--- src/rtl/pipeline_hazard_controller_if.sv ---
// Hazard-control bundle between the pipeline datapath and the hazard controller.
// master: pipeline side (drives hazard sources, receives stall/flush/bubble controls).
// slave:  controller side.
interface pipeline_hazard_controller_if;
    logic        imem_busywait;
    logic        dmem_busywait;
    logic [4:0]  id_rs1;
    logic [4:0]  id_rs2;
    logic [4:0]  ex_rd;
    logic        ex_mem_read;
    logic        ex_is_div;
    logic        branch_taken;

    logic        pc_stall;
    logic        if_id_stall;
    logic        if_id_flush;
    logic        id_ex_stall;
    logic        id_ex_bubble;
    logic        ex_mem_stall;
    logic        ex_mem_bubble;
    logic        mem_wb_stall;
    logic [1:0]  ctrl_state;
    logic [31:0] stall_cycles;
    logic [31:0] flush_count;

    modport master (
        output imem_busywait, dmem_busywait, id_rs1, id_rs2, ex_rd,
               ex_mem_read, ex_is_div, branch_taken,
        input  pc_stall, if_id_stall, if_id_flush, id_ex_stall, id_ex_bubble,
               ex_mem_stall, ex_mem_bubble, mem_wb_stall, ctrl_state,
               stall_cycles, flush_count
    );

    modport slave (
        input  imem_busywait, dmem_busywait, id_rs1, id_rs2, ex_rd,
               ex_mem_read, ex_is_div, branch_taken,
        output pc_stall, if_id_stall, if_id_flush, id_ex_stall, id_ex_bubble,
               ex_mem_stall, ex_mem_bubble, mem_wb_stall, ctrl_state,
               stall_cycles, flush_count
    );
endinterface

--- src/rtl/pipeline_hazard_controller.sv ---
// Pipeline hazard controller: decodes memory waits, multi-cycle divides, taken
// branches, load-use and fetch waits into per-register stall/flush/bubble controls.
// Performance counters (stall_cycles, flush_count) exist only when the macro
// HAZARD_PERF_CNT_EN is defined; otherwise both outputs read as zero.
module pipeline_hazard_controller #(
    parameter int unsigned DIV_LATENCY = 32
) (
    input logic                         clk,
    input logic                         reset,
    pipeline_hazard_controller_if.slave hz
);

    typedef enum logic [1:0] {
        StRun     = 2'd0,
        StDivWait = 2'd1,
        StMemWait = 2'd2
    } state_e;

    // Counter value loaded on the trigger cycle; the trigger cycle itself is the first stall.
    localparam logic [7:0] DivLoad = 8'(DIV_LATENCY - 1);

    state_e     state_q, state_d;
    logic [7:0] div_cnt_q, div_cnt_d;
    // Set when a divide has completed but the divide is still sitting in EX,
    // so the release cycle does not start a second divide.
    logic       div_done_q, div_done_d;

    logic pc_stall;
    logic if_id_stall;
    logic if_id_flush;
    logic id_ex_stall;
    logic id_ex_bubble;
    logic ex_mem_stall;
    logic ex_mem_bubble;
    logic mem_wb_stall;
    logic branch_act;
    logic load_use;

    assign load_use = hz.ex_mem_read && (hz.ex_rd != 5'd0) &&
                      ((hz.ex_rd == hz.id_rs1) || (hz.ex_rd == hz.id_rs2));

    // Next-state and stall/flush/bubble decode, in hazard priority order.
    always_comb begin
        state_d       = state_q;
        div_cnt_d     = div_cnt_q;
        div_done_d    = div_done_q;
        pc_stall      = 1'b0;
        if_id_stall   = 1'b0;
        if_id_flush   = 1'b0;
        id_ex_stall   = 1'b0;
        id_ex_bubble  = 1'b0;
        ex_mem_stall  = 1'b0;
        ex_mem_bubble = 1'b0;
        mem_wb_stall  = 1'b0;
        branch_act    = 1'b0;

        if (reset) begin
            // Outputs stay quiet; the state register handles the reset itself.
        end else if (hz.dmem_busywait) begin
            pc_stall     = 1'b1;
            if_id_stall  = 1'b1;
            id_ex_stall  = 1'b1;
            ex_mem_stall = 1'b1;
            mem_wb_stall = 1'b1;
            if (state_q == StDivWait) begin
                // The divider keeps running underneath a data-memory wait.
                div_cnt_d = div_cnt_q - 8'd1;
                if (div_cnt_q <= 8'd1) begin
                    state_d    = StMemWait;
                    div_cnt_d  = 8'd0;
                    div_done_d = 1'b1;
                end
            end else begin
                state_d = StMemWait;
            end
        end else if (state_q == StDivWait) begin
            pc_stall      = 1'b1;
            if_id_stall   = 1'b1;
            id_ex_stall   = 1'b1;
            ex_mem_stall  = 1'b1;
            ex_mem_bubble = 1'b1;
            div_cnt_d     = div_cnt_q - 8'd1;
            if (div_cnt_q <= 8'd1) begin
                state_d    = StRun;
                div_cnt_d  = 8'd0;
                div_done_d = 1'b1;
            end
        end else begin
            // RUN, or the first MEM_WAIT cycle with the data memory ready.
            state_d    = StRun;
            div_done_d = 1'b0;
            if (hz.ex_is_div && !div_done_q) begin
                pc_stall      = 1'b1;
                if_id_stall   = 1'b1;
                id_ex_stall   = 1'b1;
                ex_mem_stall  = 1'b1;
                ex_mem_bubble = 1'b1;
                state_d       = StDivWait;
                div_cnt_d     = DivLoad;
                div_done_d    = 1'b0;
            end else if (hz.branch_taken) begin
                if_id_flush  = 1'b1;
                id_ex_bubble = 1'b1;
                branch_act   = 1'b1;
            end else if (load_use) begin
                // Stall on IF/ID wins over a fetch-wait flush of the same register.
                pc_stall     = 1'b1;
                if_id_stall  = 1'b1;
                id_ex_bubble = 1'b1;
            end else if (hz.imem_busywait) begin
                pc_stall    = 1'b1;
                if_id_flush = 1'b1;
            end
        end
    end

    // State register with synchronous active-high reset.
    always_ff @(posedge clk) begin
        if (reset) begin
            state_q    <= StRun;
            div_cnt_q  <= 8'd0;
            div_done_q <= 1'b0;
        end else begin
            state_q    <= state_d;
            div_cnt_q  <= div_cnt_d;
            div_done_q <= div_done_d;
        end
    end

    assign hz.pc_stall      = pc_stall;
    assign hz.if_id_stall   = if_id_stall;
    assign hz.if_id_flush   = if_id_flush;
    assign hz.id_ex_stall   = id_ex_stall;
    assign hz.id_ex_bubble  = id_ex_bubble;
    assign hz.ex_mem_stall  = ex_mem_stall;
    assign hz.ex_mem_bubble = ex_mem_bubble;
    assign hz.mem_wb_stall  = mem_wb_stall;
    assign hz.ctrl_state    = state_q;

`ifdef HAZARD_PERF_CNT_EN
    logic [31:0] stall_cycles_q, stall_cycles_d;
    logic [31:0] flush_count_q, flush_count_d;

    // Saturating event counters.
    always_comb begin
        stall_cycles_d = stall_cycles_q;
        flush_count_d  = flush_count_q;
        if (pc_stall && (stall_cycles_q != 32'hFFFF_FFFF)) begin
            stall_cycles_d = stall_cycles_q + 32'd1;
        end
        if (branch_act && (flush_count_q != 32'hFFFF_FFFF)) begin
            flush_count_d = flush_count_q + 32'd1;
        end
    end

    // Counter registers with synchronous reset.
    always_ff @(posedge clk) begin
        if (reset) begin
            stall_cycles_q <= 32'd0;
            flush_count_q  <= 32'd0;
        end else begin
            stall_cycles_q <= stall_cycles_d;
            flush_count_q  <= flush_count_d;
        end
    end

    assign hz.stall_cycles = stall_cycles_q;
    assign hz.flush_count  = flush_count_q;
`else
    logic perf_unused;
    assign perf_unused     = branch_act;
    assign hz.stall_cycles = 32'd0;
    assign hz.flush_count  = 32'd0;
`endif

endmodule

--- src/flat_wrapper.sv ---
// flat-port wrapper written by rule: the top's interface ports become plain ports
module pipeline_hazard_controller_flat 
#(
    parameter int unsigned DIV_LATENCY = 32
)
  (clk, reset, hz_imem_busywait, hz_dmem_busywait, hz_id_rs1, hz_id_rs2, hz_ex_rd, hz_ex_mem_read, hz_ex_is_div, hz_branch_taken, hz_pc_stall, hz_if_id_stall, hz_if_id_flush, hz_id_ex_stall, hz_id_ex_bubble, hz_ex_mem_stall, hz_ex_mem_bubble, hz_mem_wb_stall, hz_ctrl_state, hz_stall_cycles, hz_flush_count);
  pipeline_hazard_controller_if hz_i ();
  input logic clk;
  input logic reset;
  input wire logic [$bits(hz_i.imem_busywait)-1:0] hz_imem_busywait;
  input wire logic [$bits(hz_i.dmem_busywait)-1:0] hz_dmem_busywait;
  input wire logic [$bits(hz_i.id_rs1)-1:0] hz_id_rs1;
  input wire logic [$bits(hz_i.id_rs2)-1:0] hz_id_rs2;
  input wire logic [$bits(hz_i.ex_rd)-1:0] hz_ex_rd;
  input wire logic [$bits(hz_i.ex_mem_read)-1:0] hz_ex_mem_read;
  input wire logic [$bits(hz_i.ex_is_div)-1:0] hz_ex_is_div;
  input wire logic [$bits(hz_i.branch_taken)-1:0] hz_branch_taken;
  output wire logic [$bits(hz_i.pc_stall)-1:0] hz_pc_stall;
  output wire logic [$bits(hz_i.if_id_stall)-1:0] hz_if_id_stall;
  output wire logic [$bits(hz_i.if_id_flush)-1:0] hz_if_id_flush;
  output wire logic [$bits(hz_i.id_ex_stall)-1:0] hz_id_ex_stall;
  output wire logic [$bits(hz_i.id_ex_bubble)-1:0] hz_id_ex_bubble;
  output wire logic [$bits(hz_i.ex_mem_stall)-1:0] hz_ex_mem_stall;
  output wire logic [$bits(hz_i.ex_mem_bubble)-1:0] hz_ex_mem_bubble;
  output wire logic [$bits(hz_i.mem_wb_stall)-1:0] hz_mem_wb_stall;
  output wire logic [$bits(hz_i.ctrl_state)-1:0] hz_ctrl_state;
  output wire logic [$bits(hz_i.stall_cycles)-1:0] hz_stall_cycles;
  output wire logic [$bits(hz_i.flush_count)-1:0] hz_flush_count;
  assign hz_i.imem_busywait = hz_imem_busywait;
  assign hz_i.dmem_busywait = hz_dmem_busywait;
  assign hz_i.id_rs1 = hz_id_rs1;
  assign hz_i.id_rs2 = hz_id_rs2;
  assign hz_i.ex_rd = hz_ex_rd;
  assign hz_i.ex_mem_read = hz_ex_mem_read;
  assign hz_i.ex_is_div = hz_ex_is_div;
  assign hz_i.branch_taken = hz_branch_taken;
  assign hz_pc_stall = hz_i.pc_stall;
  assign hz_if_id_stall = hz_i.if_id_stall;
  assign hz_if_id_flush = hz_i.if_id_flush;
  assign hz_id_ex_stall = hz_i.id_ex_stall;
  assign hz_id_ex_bubble = hz_i.id_ex_bubble;
  assign hz_ex_mem_stall = hz_i.ex_mem_stall;
  assign hz_ex_mem_bubble = hz_i.ex_mem_bubble;
  assign hz_mem_wb_stall = hz_i.mem_wb_stall;
  assign hz_ctrl_state = hz_i.ctrl_state;
  assign hz_stall_cycles = hz_i.stall_cycles;
  assign hz_flush_count = hz_i.flush_count;
  pipeline_hazard_controller #(.DIV_LATENCY(DIV_LATENCY)) u_core (.clk(clk), .reset(reset), .hz(hz_i));
endmodule
--- config.mk ---
export PLATFORM = sky130hd
export DESIGN_NAME = pipeline_hazard_controller_flat
export DESIGN_NICKNAME = d
export VERILOG_FILES = /design/src/rtl/pipeline_hazard_controller_if.sv /design/src/rtl/pipeline_hazard_controller.sv /design/src/flat_wrapper.sv
export SDC_FILE = /design/constraint.sdc
export NUM_CORES = 1
export LEC_CHECK = 0
export ABC_CLOCK_PERIOD_IN_PS = 2940
export CAP_MARGIN = 30
export CORE_MARGIN = 5
export CORE_UTILIZATION = 37
export CTS_CLUSTER_SIZE = 40
export DETAILED_ROUTE_END_ITERATION = 12
export HOLD_SLACK_MARGIN = 0.08
export PLACE_DENSITY_LB_ADDON = 0.2
export SLEW_MARGIN = 20
export SYNTH_ARGS = -nofsm -noshare
export SYNTH_HDL_FRONTEND = slang
export SYNTH_SLANG_ARGS = --single-unit
--- constraint.sdc ---
create_clock -name clk -period 2.94 [get_ports clk]
set_input_delay 0.588 -clock clk [delete_from_list [all_inputs] [get_ports clk]]
set_output_delay 0.588 -clock clk [all_outputs]
set_load 0.02 [all_outputs]
# Yosys cells after proc, flatten, opt, wreduce, memory -nomap -nowiden
# Cells that the tools add are included.
totals:
  out_inout_bits: 74
  reg_bits: 11
classes:
  n_eq_ne: 5
  mux: 47
  n_lt_le_gt_ge: 1
  addsub: 1
  reduce_logical: 8
ops:
  columns: ["operator", "count"]
  rows:
  - ["2-to-1 mux 8 bit", 5]
  - ["2-to-1 mux 1 bit", 37]
  - ["== test 5 bit", 2]
  - ["2-to-1 mux 2 bit", 5]
  - ["<= comparator 8 x 1 -> 1 bit (second input constant)", 1]
  - ["subtractor 8 x 1 -> 8 bit (second input constant)", 1]
  - ["nonzero test 5 bit", 1]
  - ["logical AND 1 bit", 3]
  - ["== test 2 x 1 -> 1 bit (second input constant)", 1]
  - ["!= test 2 x 1 -> 1 bit (second input constant)", 1]
  - ["!= test 2 bit (second input constant)", 1]
  - ["AND reduction 2 bit", 1]
  - ["nonzero test 2 bit", 1]
  - ["zero test 1 bit", 1]
  - ["logical OR 1 bit", 1]

# Longest topological paths before layout
logic_depth:
  depth_word: 9
  mapped_depth: 6
  depth_no_buf: 6

# Least setup slack after synthesis
# Ideal clock, no wire load.
synth_path:
  kind: "reg-to-output"
  start: "register u_core.state_q[0], in the netlist u_core.hz.ctrl_state[0]"
  end: "output port hz_id_ex_bubble"
  path_stages_with_launch: 6
  setup_slack_ns: 0.629
  path_buffers: 1
  required_time_ns: 2.352
  t_arrival_ns: 1.723
  path_cell_list: "dfxtp_1 -> nor2b_1 -> clkbuf_1 -> nor4_1 -> inv_1 -> o31ai_1"
synth_via:
  elab_chain_len: 4
synth_rtl:
  columns: ["item", "line", "source"]
  rows:
  - ["start, declared", "pipeline_hazard_controller.sv:22", "state_e state_q, state_d;"]
  - ["start signal, assigned", "pipeline_hazard_controller.sv:120", "state_q <= StRun;"]
  - ["start signal, assigned", "pipeline_hazard_controller.sv:124", "state_q <= state_d;"]
  - ["== test 2 x 1 -> 1 bit", "pipeline_hazard_controller.sv:76", "end else if (state_q == StDivWait) begin"]
  - ["2-to-1 mux 1 bit", "pipeline_hazard_controller.sv:76", null]
  - ["2-to-1 mux 1 bit", "pipeline_hazard_controller.sv:59", "end else if (hz.dmem_busywait) begin"]
  - ["2-to-1 mux 1 bit", "pipeline_hazard_controller.sv:57", "if (reset) begin"]
  - ["end, declared", "flat_wrapper.sv:22", "output wire logic [$bits(hz_i.id_ex_bubble)-1:0] hz_id_ex_bubble;"]
# Every way passes these cells.

# Final worst setup path
layout_path:
  start: "input port hz_ex_is_div"
  end: "output port hz_id_ex_stall"
layout_via:
  elab_chain_len: 5
layout_rtl:
  columns: ["item", "line", "source"]
  rows:
  - ["start, declared", "flat_wrapper.sv:16", "input wire logic [$bits(hz_i.ex_is_div)-1:0] hz_ex_is_div;"]
  - ["logical AND 1 bit", "pipeline_hazard_controller.sv:92", "if (hz.ex_is_div && !div_done_q) begin"]
  - ["2-to-1 mux 1 bit", "pipeline_hazard_controller.sv:92", null]
  - ["2-to-1 mux 1 bit", "pipeline_hazard_controller.sv:76", null]
  - ["2-to-1 mux 1 bit", "pipeline_hazard_controller.sv:59", null]
  - ["2-to-1 mux 1 bit", "pipeline_hazard_controller.sv:57", null]
  - ["end, declared", "flat_wrapper.sv:21", "output wire logic [$bits(hz_i.id_ex_stall)-1:0] hz_id_ex_stall;"]
# Every way passes these cells.

==> flow_summary.json <==
{
  "status": "completed",
  "grtUsageTotal_pct": 11.7,
  "dp_cells": 253,
  "h-tree-depth": 1,
  "synth_top_area_share_pct": 38.6,
  "cp-end-kind": "output pin",
  "ys_ff_latch": 11,
  "layout_setup_ws_ns": 0.0972,
  "grt_remaining_overflow": 0,
  "ir_worst_vdd_v": 0.0000950,
  "rsz0062_at_grt": "no",
  "r2r_cells": 4,
  "synth.distinct_cells": 34,
  "hold_viol": 0,
  "antenna_found_initial": 0,
  "path_class": "input pin to output pin",
  "synth_edf_count": 0,
  "design_area_sq_um": 1490,
  "crit_fanout": 3,
  "dieArea_sq_um": 4680,
  "rows": 21,
  "drt-total-wl_microns": 2750,
  "gp_congestion": 0.784,
  "synth_compound_area_share_pct": 15.1,
  "yosysWarnings": 0,
  "whs_ns": 0.521,
  "yosysTopAreaCell": "buf_4",
  "instances_no_fill": 257,
  "die_h_microns": 68.4,
  "die_w_microns": 68.4,
  "syn_avg_cell_area_sq_um": 7.57,
  "portBuffers": 31,
  "nFillCells": 363,
  "grt_pass1_wl_microns": 4200,
  "synth_top_family_by_area": "buffers and inverters",
  "period_needed_ns": 2.84,
  "synth.top_cells.by_area": "buf_4 39%, dfxtp_1 17%, xor2_1 6.9%",
  "post-dp-hpwl_microns": 2370,
  "total_power_uw": 523,
  "cp.arrival_ns": 2.25,
  "power.leakage_nw": 0.699,
  "hold_depth": 2,
  "period_share_pct": 96.7,
  "fin_setup_tns_ns": 0,
  "hold_buffers": 0,
  "synth-xor-area-share_pct": 6.93,
  "netlist_area_sq_um": 1260,
  "tritoncts": "built",
  "cap_violations": 0,
  "cts_buffer_depth": 2,
  "cts.sinks": 11,
  "power_density_nw_per_um2": 351,
  "ys.flop_type": "dfxtp_1",
  "root_buffer": "clkbuf_4",
  "grt_max_degree": 15,
  "post_dp_cell_area_sq_um": 1470,
  "synth_fa_ha_area_share_pct": 1.98,
  "first_global_vias": 969,
  "ff2ff_setup_slack_ns": 1.14,
  "synthSimpleGateAreaFrac_pct": 17.5,
  "synth-seq-area-share_pct": 17.4,
  "numCtsBuffers": 3,
  "clk_latency_ns": 0.27,
  "drtIter0Drc": 47,
  "setup_violations": 0,
  "slew_violations": 0,
  "holdCritPathClass": "flop to flop",
  "pin_count": 96,
  "finish.utilization_pct": 44.9,
  "start_util_pct": 38.2,
  "diodes": 0,
  "nets": 236,
  "via_per_inst": 4.02,
  "synth_mux_area_share_pct": 0,
  "cts.reportedPaths.clkPinSlew_ns": 0.07,
  "skew_ns": 0.00110,
  "worst_ep_required_time_ns": 2.35,
  "synth_common_cells": "65 x buf_4, 11 x dfxtp_1, 11 x nor2_1",
  "dr.pass1.iters": 4,
  "async_flop_share_pct": 0,
  "route.detailed.drc": 0,
  "start_kind": "input pin",
  "postRouteAntennaNets": 0,
  "core-area_sq_um": 3310,
  "max_freq_mhz": 352,
  "dp_slack_ns": -0.339,
  "vias": 1034,
  "post_drt_wl_per_cell_microns": 10.7,
  "layout-drive-gt1-share_pct": 11.4,
  "yosysMostFrequentCell": "buf_4",
  "syn_inst": 167,
  "syn_to_final_growth_pct": 17.7
}
-- kinds of logic after synthesis --
| logic type | count (synthesis) |
|---|---|
| AOI/OAI and AO/OA | 29 |
| xor gates and xnor gates | 10 |
| adders and majority gates | 2 |
| buffers and inverters | 72 |
| DFF | 11 |
| other | 1 |
| and+or+nand+nor | 42 |
-- final cells by class --
| cell class | count | area, sq um | area share (%) |
|---|---|---|---|
| inverter | 5 | 18.8 | 1.26 |
| sequential | 11 | 220 | 14.8 |
| timing repair buffer | 44 | 395 | 26.6 |
| multi-input combinational | 147 | 769 | 51.7 |
| tap | 46 | 57.6 | 3.87 |
| clock buffer | 4 | 26.3 | 1.77 |
-- placed cells by master, fill, tap and decap left out, types with 3 or more instances in the layout --
cell type / Yosys / routed
a31oi_1: 4 / 4
inv_1: 5 / 5
clkbuf_4: 0 / 3
o31ai_1: 3 / 3
buf_4: 65 / 13
xor2_1: 10 / 10
nand2_1: 7 / 7
clkbuf_2: 0 / 3
o21ai_0: 8 / 7
nor3_1: 7 / 7
nand3_1: 3 / 3
clkdlybuf4s50_1: 0 / 26
conb_1: 1 / 64
a21oi_1: 5 / 5
dfxtp_1: 11 / 11
nor2_1: 11 / 11
-- timing repair --
item	4_1_cts	5_1_grt
setup endpoints to repair	4	5
gates cloned	0	0
gates resized for setup	5	11
setup buffers	0	0
-- where the power goes --
part           switching, mW  internal (mW)
registers             0.0142          0.161
clock network         0.0544         0.0527
logic                  0.154         0.0864
total                  0.223          0.300
-- per-layer routing --
metal	track usage, %	vias up	wire length, microns
li1	-	529	-
met1	14.7	449	1080
met2	18.2	52	1340
met3	3.94	4	297
met4	4.47	0	29
met5	0	-	0
-- registers in the layout, indices dropped and copies added (netlist names) --
signal	count
u_core.div_done_q	1
u_core.div_cnt_q	8
u_core.hz.ctrl_state	2
-- path summary, 6_finish.rpt --
check | startpoint | end
max | hz_ex_is_div | hz_id_ex_stall
max reg2reg | u_core.div_cnt_q[7] | u_core.div_cnt_q[7]
min reg2reg | u_core.div_done_q | u_core.div_done_q
min | u_core.div_done_q | u_core.div_done_q
-- worst max-delay path, stage by stage --
cell and delay [ns]:
clkdlybuf4s50_1 0.48, nor2b_1 0.17, buf_4 0.13, o31a_1 0.17, buf_4 0.13, clkdlybuf4s50_1 0.59
Note: power is estimated with default switching activity, not from simulation.
